File: src/rtl/ttl_pkg.sv
// ttl_pkg: definitions shared by the 74x-series counter models.
// Holds the count-direction encoding and the wrap-point (TOP) helper used by
// ttl_sync_counter and intended for future counters in the same family.
package ttl_pkg;

    // Encoding of the 'up' input.
    localparam logic DIR_UP   = 1'b1;
    localparam logic DIR_DOWN = 1'b0;

    // Widest counter the TOP helper can describe.
    localparam int unsigned TTL_MAX_WIDTH = 64;

    // Highest count value before wrap.
    // Binary mode: all ones for the given width.
    // Modulo mode: modulus - 1 (e.g. 9 for a decade counter).
    // The caller truncates the result to its own width.
    function automatic logic [TTL_MAX_WIDTH-1:0] counter_top(
        input int unsigned     width,
        input longint unsigned modulus,
        input bit              modulo_en
    );
        logic [TTL_MAX_WIDTH-1:0] full_scale;
        if (width >= TTL_MAX_WIDTH) begin
            full_scale = '1;
        end else begin
            full_scale = (64'd1 << width) - 64'd1;
        end
        if (modulo_en) begin
            return modulus - 64'd1;
        end
        return full_scale;
    endfunction

endpackage : ttl_pkg

File: src/rtl/ttl_sync_counter.sv
// ttl_sync_counter: parametrised 74x163/74x191-style synchronous counter.
// Up/down counting, synchronous parallel load, P/T enables and a
// combinational ripple-carry output (rco) for cascading via rco -> ent.
// Priority at each rising clk edge: rst > load > count > hold.
// Optional feature macro: TTL_COUNTER_MODULO_EN -- when defined the counter
// wraps at MODULUS-1 instead of 2^WIDTH-1.
module ttl_sync_counter
    import ttl_pkg::*;
#(
    parameter int unsigned     WIDTH       = 4,
    parameter longint unsigned RESET_VALUE = 0,
    parameter longint unsigned MODULUS     = 10
) (
    input  logic             clk,
    input  logic             rst,
    input  logic             load,
    input  logic [WIDTH-1:0] d,
    input  logic             enp,
    input  logic             ent,
    input  logic             up,
    output logic [WIDTH-1:0] q,
    output logic             rco
);

`ifdef TTL_COUNTER_MODULO_EN
    localparam bit MODULO_EN = 1'b1;
`else
    localparam bit MODULO_EN = 1'b0;
`endif

    localparam logic [WIDTH-1:0] TOP     = WIDTH'(counter_top(WIDTH, MODULUS, MODULO_EN));
    localparam logic [WIDTH-1:0] RESET_Q = WIDTH'(RESET_VALUE);
    localparam logic [WIDTH-1:0] ZERO    = '0;
    localparam logic [WIDTH-1:0] ONE     = WIDTH'(1);

    logic [WIDTH-1:0] q_next;
    logic             count_en;

    // Both enables must be high to count; enp is the local enable, ent the cascade enable.
    assign count_en = enp & ent;

    // Next-state selection: load beats count, count beats hold.
    always_comb begin
        q_next = q;
        if (load) begin
            q_next = d;
        end else if (count_en) begin
            if (up == DIR_UP) begin
                // '>=' rather than '==' so a loaded value above TOP still wraps to 0.
                q_next = (q >= TOP) ? ZERO : q + ONE;
            end else begin
                q_next = (q == ZERO) ? TOP : q - ONE;
            end
        end
    end

    // Count register with synchronous reset taking precedence over everything.
    always_ff @(posedge clk) begin
        // NOTE: non-blocking assignment so every flop samples pre-edge values.
        if (rst) begin
            q <= RESET_Q;
        end else begin
            q <= q_next;
        end
    end

    // Terminal count for the current direction, gated by ent; independent of enp.
    always_comb begin
        rco = 1'b0;
        if (ent) begin
            rco = (up == DIR_UP) ? (q == TOP) : (q == ZERO);
        end
    end

endmodule : ttl_sync_counter

File: config.mk
export PLATFORM = sky130hd
export DESIGN_NAME = ttl_sync_counter
export DESIGN_NICKNAME = d
export VERILOG_FILES = /design/src/rtl/ttl_pkg.sv /design/src/rtl/ttl_sync_counter.sv
export SDC_FILE = /design/constraint.sdc
export NUM_CORES = 1
export LEC_CHECK = 0
export CORE_AREA = 5 5 42 44
export CTS_BUF_LIST = sky130_fd_sc_hd__clkbuf_8 sky130_fd_sc_hd__clkbuf_16
export CTS_CLUSTER_DIAMETER = 200
export DETAILED_ROUTE_END_ITERATION = 12
export DIE_AREA = 0 0 47 49
export DONT_BUFFER_PORTS = 1
export GPL_TIMING_DRIVEN = 0
export PLACE_DENSITY_LB_ADDON = 0.08
export RECOVER_POWER = 100
export SETUP_SLACK_MARGIN = 0.02
export SYNTH_ARGS = -nofsm -noshare
export SYNTH_HDL_FRONTEND = slang
export SYNTH_SLANG_ARGS = --single-unit
File: constraint.sdc
create_clock -name clk -period 1.4 [get_ports clk]
set_clock_uncertainty 0.2 [all_clocks]
set_input_delay 0.14 -clock clk [delete_from_list [all_inputs] [get_ports clk]]
set_output_delay 0.14 -clock clk [all_outputs]
set_load 0.01 [all_outputs]
==> metrics.yaml <==
power.density_nw_per_um2: 1000
violations: "setup timing"
fill_cells: 152
clock_sinks: 4
layout.cells.most_common_list: "6 x sky130_fd_sc_hd__a21oi_1, 6 x sky130_fd_sc_hd__dlygate4sd3_1, 4 x sky130_fd_sc_hd__nor2_1"
die_area_um2: 2300
initial_core_util: 0.231
die-height_um: 49
rr_endpoint: "q[3]$_SDFFE_PP0P_"
post_synth_inst_count: 42
critical_path.reg2reg.startpoint: "q[3]$_SDFFE_PP0P_"
hold_depth: 4
die_width_um: 47
wire_per_inst_um: 12.9
cts-buffers-inserted: 3
post-route-drc-count: 0
drt_pre_antenna_iters: 4
slew_headroom: 0.746
placed_cells: 58
maximum_number_of_pins_on_one_net_before_global_route_repair: 9
avg_vias_per_cell: 4.84
yosys.cell_types.count: 26
critical_path_class: "flop to flop"
cts.root.buffer_cell: "sky130_fd_sc_hd__clkbuf_8"
floorplan.core_area_um2: 1400
first_global_vias: 318
maxCapViolCount: 0
reg_top3: "q: 4 flops"
p_total_mw: 0.499
postSynthRegisterBits: 4
tightestPinTransition_ns: 0.381
portBuffers: 0
r2r_setup_slack_ns: -0.19
grt_antenna_before_repair: 0
wire_length_of_the_first_global_routing_pass_um: 1340
critPathMaxFanout: 6
post_route_fraction_of_the_period_consumed_by_the_critical_path: 1.13
synth.cell_area_um2: 324
route.vias.total: 334
r2r_cells: 4
clk_pin_slew_worst_paths_ns: 0.03
hold_violations: 0
timing.critical_path.arrival_ns: 1.48
diodes: 0
hold_startpoint: "up"
initialDrtViolationCount: 4
clockBufferDepth: 2
largest_register_ff_count: 4
postLayoutSetupSlackWorst_ns: -0.187
worst_hold_path.endpoint: "q[1]$_SDFFE_PP0P_"
synth.avg_cell_area_um2: 7.72
min_period_ns: 1.59
max_freq_ghz: 0.630
layout-drive-gt1-share: 0.321
largest_register: "q"
clock_insertion_delay_worst_skew_ns: 0.22
gpl.final_weighted_congestion: 0.708
required_time_of_the_critical_path_ns: 1.29
postSynthNetCount: 54
tritoncts: "yes"
worstHoldPathType: "input port to flop"
setup_viol_count_final: 4
gr-usage-all-layers: 0.0809
top_level_ports: 15
placement_rows: 14
outcome: "finished, violations left"
ant_nets: 0
leakage_nw: 0.206
grt_overflow_total: 0
final_core_util: 0.355
ys_seq_area_frac: 0.247
rsz0062_at_grt: "true"
wirelength_um: 890
synth_warnings: 0
layout_overhead_on_the_synthesized_area_pct: 53.7
cts_htree_levels: 1
hpwlAfterDp_um: 633
final_net_count: 66
slew_violations: 0
critPathLaunchType: "flop"
end_kind: "flop"
final_cells: 69
worst_ir_drop_on_vdd_v: 0.000444
-- layout make-up --
class / instances / area (um^2) / area share
Buffer: 1 / 3.75 / 0.00754
Clock buffer: 3 / 41.3 / 0.0829
Clock inverter: 1 / 3.75 / 0.00754
Inverter: 4 / 17.5 / 0.0352
Multi-Input combinational cell: 33 / 253 / 0.508
Sequential cell: 4 / 91.3 / 0.183
Tap cell: 16 / 20.0 / 0.0402
Timing Repair Buffer: 7 / 67.6 / 0.136
-- where the power goes --
group / internal, mW / switching [mW] / total, mW / leakage (nW)
Clock: 0.187 / 0.0599 / 0.247 / 0.0269
Combinational: 0.0571 / 0.0440 / 0.101 / 0.144
Sequential: 0.124 / 0.0269 / 0.151 / 0.0351
-- synthesized netlist by cell type, drive strengths merged --
cell    count  share of area
a21oi       6          0.093
dfxtp       4           0.25
inv         4          0.046
nor2        4          0.046
a211oi      2          0.046
ha          2          0.077
nand2       2          0.031
o21ai       2          0.031
xor2        2          0.054
a21o        1          0.023
a311oi      1          0.046
and2        1          0.019
clkbuf      1          0.012
mux2i       1          0.031
nand2b      1          0.019
nand3       1          0.015
nand4       1          0.019
nor2b       1          0.019
nor3        1          0.015
o21a        1          0.023
o31ai       1          0.023
or4         1          0.035
xnor2       1          0.027
-- worst max-delay path, stage by stage, from the launching register on --
cell and delay, ns:
sky130_fd_sc_hd__dfxtp_4 0.40, sky130_fd_sc_hd__inv_4 0.04, sky130_fd_sc_hd__or4_4 0.50, sky130_fd_sc_hd__a311oi_2 0.22, sky130_fd_sc_hd__a211oi_1 0.10
-- how the worst max path moves through the flow --
stage | start | slack (ns) | end | depth (start not counted)
after floorplan | q[3]$_SDFFE_PP0P_ | -0.12 | q[3]$_SDFFE_PP0P_ | 4
after global placement | q[3]$_SDFFE_PP0P_ | -0.18 | q[3]$_SDFFE_PP0P_ | 4
after detailed placement | q[3]$_SDFFE_PP0P_ | -0.17 | q[3]$_SDFFE_PP0P_ | 4
after CTS | q[1]$_SDFFE_PP0P_ | -0.20 | rco | 5
after global routing | q[1]$_SDFFE_PP0P_ | -0.23 | rco | 5
final | q[3]$_SDFFE_PP0P_ | -0.19 | q[3]$_SDFFE_PP0P_ | 4
-- cells by family after synthesis --
family,synth area share
buffers and inverters,0.0579
and+or+nand+nor,0.220
muxes,0.0309
adders and majority gates,0.0772
AOI/OAI and AO/OA,0.286
xor gates and xnor gates,0.0811
DFF,0.247
-- metal layers --
layer | global-route usage | up-vias | part of all wire
met1 | 0.0941 | 154 | 0.43
met2 | 0.118 | 9 | 0.50
met3 | 0.0185 | 0 | 0.073
li1 | - | 171 | -
met5 | 0 | - | 0
met4 | 0.0691 | 0 | 0
-- stage by stage --
stage	hold WS, ns	setup slack (ns)	setup TNS, ns	instance area (um^2)
floorplan	0.00139	-0.115	-0.115	348
global placement	0.00383	-0.181	-0.257	368
detailed placement	0.00572	-0.175	-0.260	368
CTS	0.121	-0.200	-0.500	483
global route	0.174	-0.231	-0.746	498
finish	0.119	-0.187	-0.460	498
-- timing repair --
action                                  in CTS  in global routing
setup buffers                                0                  1
hold buffers                                 6                  0
hold endpoints to repair                     4                  0
gates resized for setup                      2                  2
endpoints found under the setup margin       4                  4
pin swaps                                    0                  1
(Power assumes the default switching activity.)
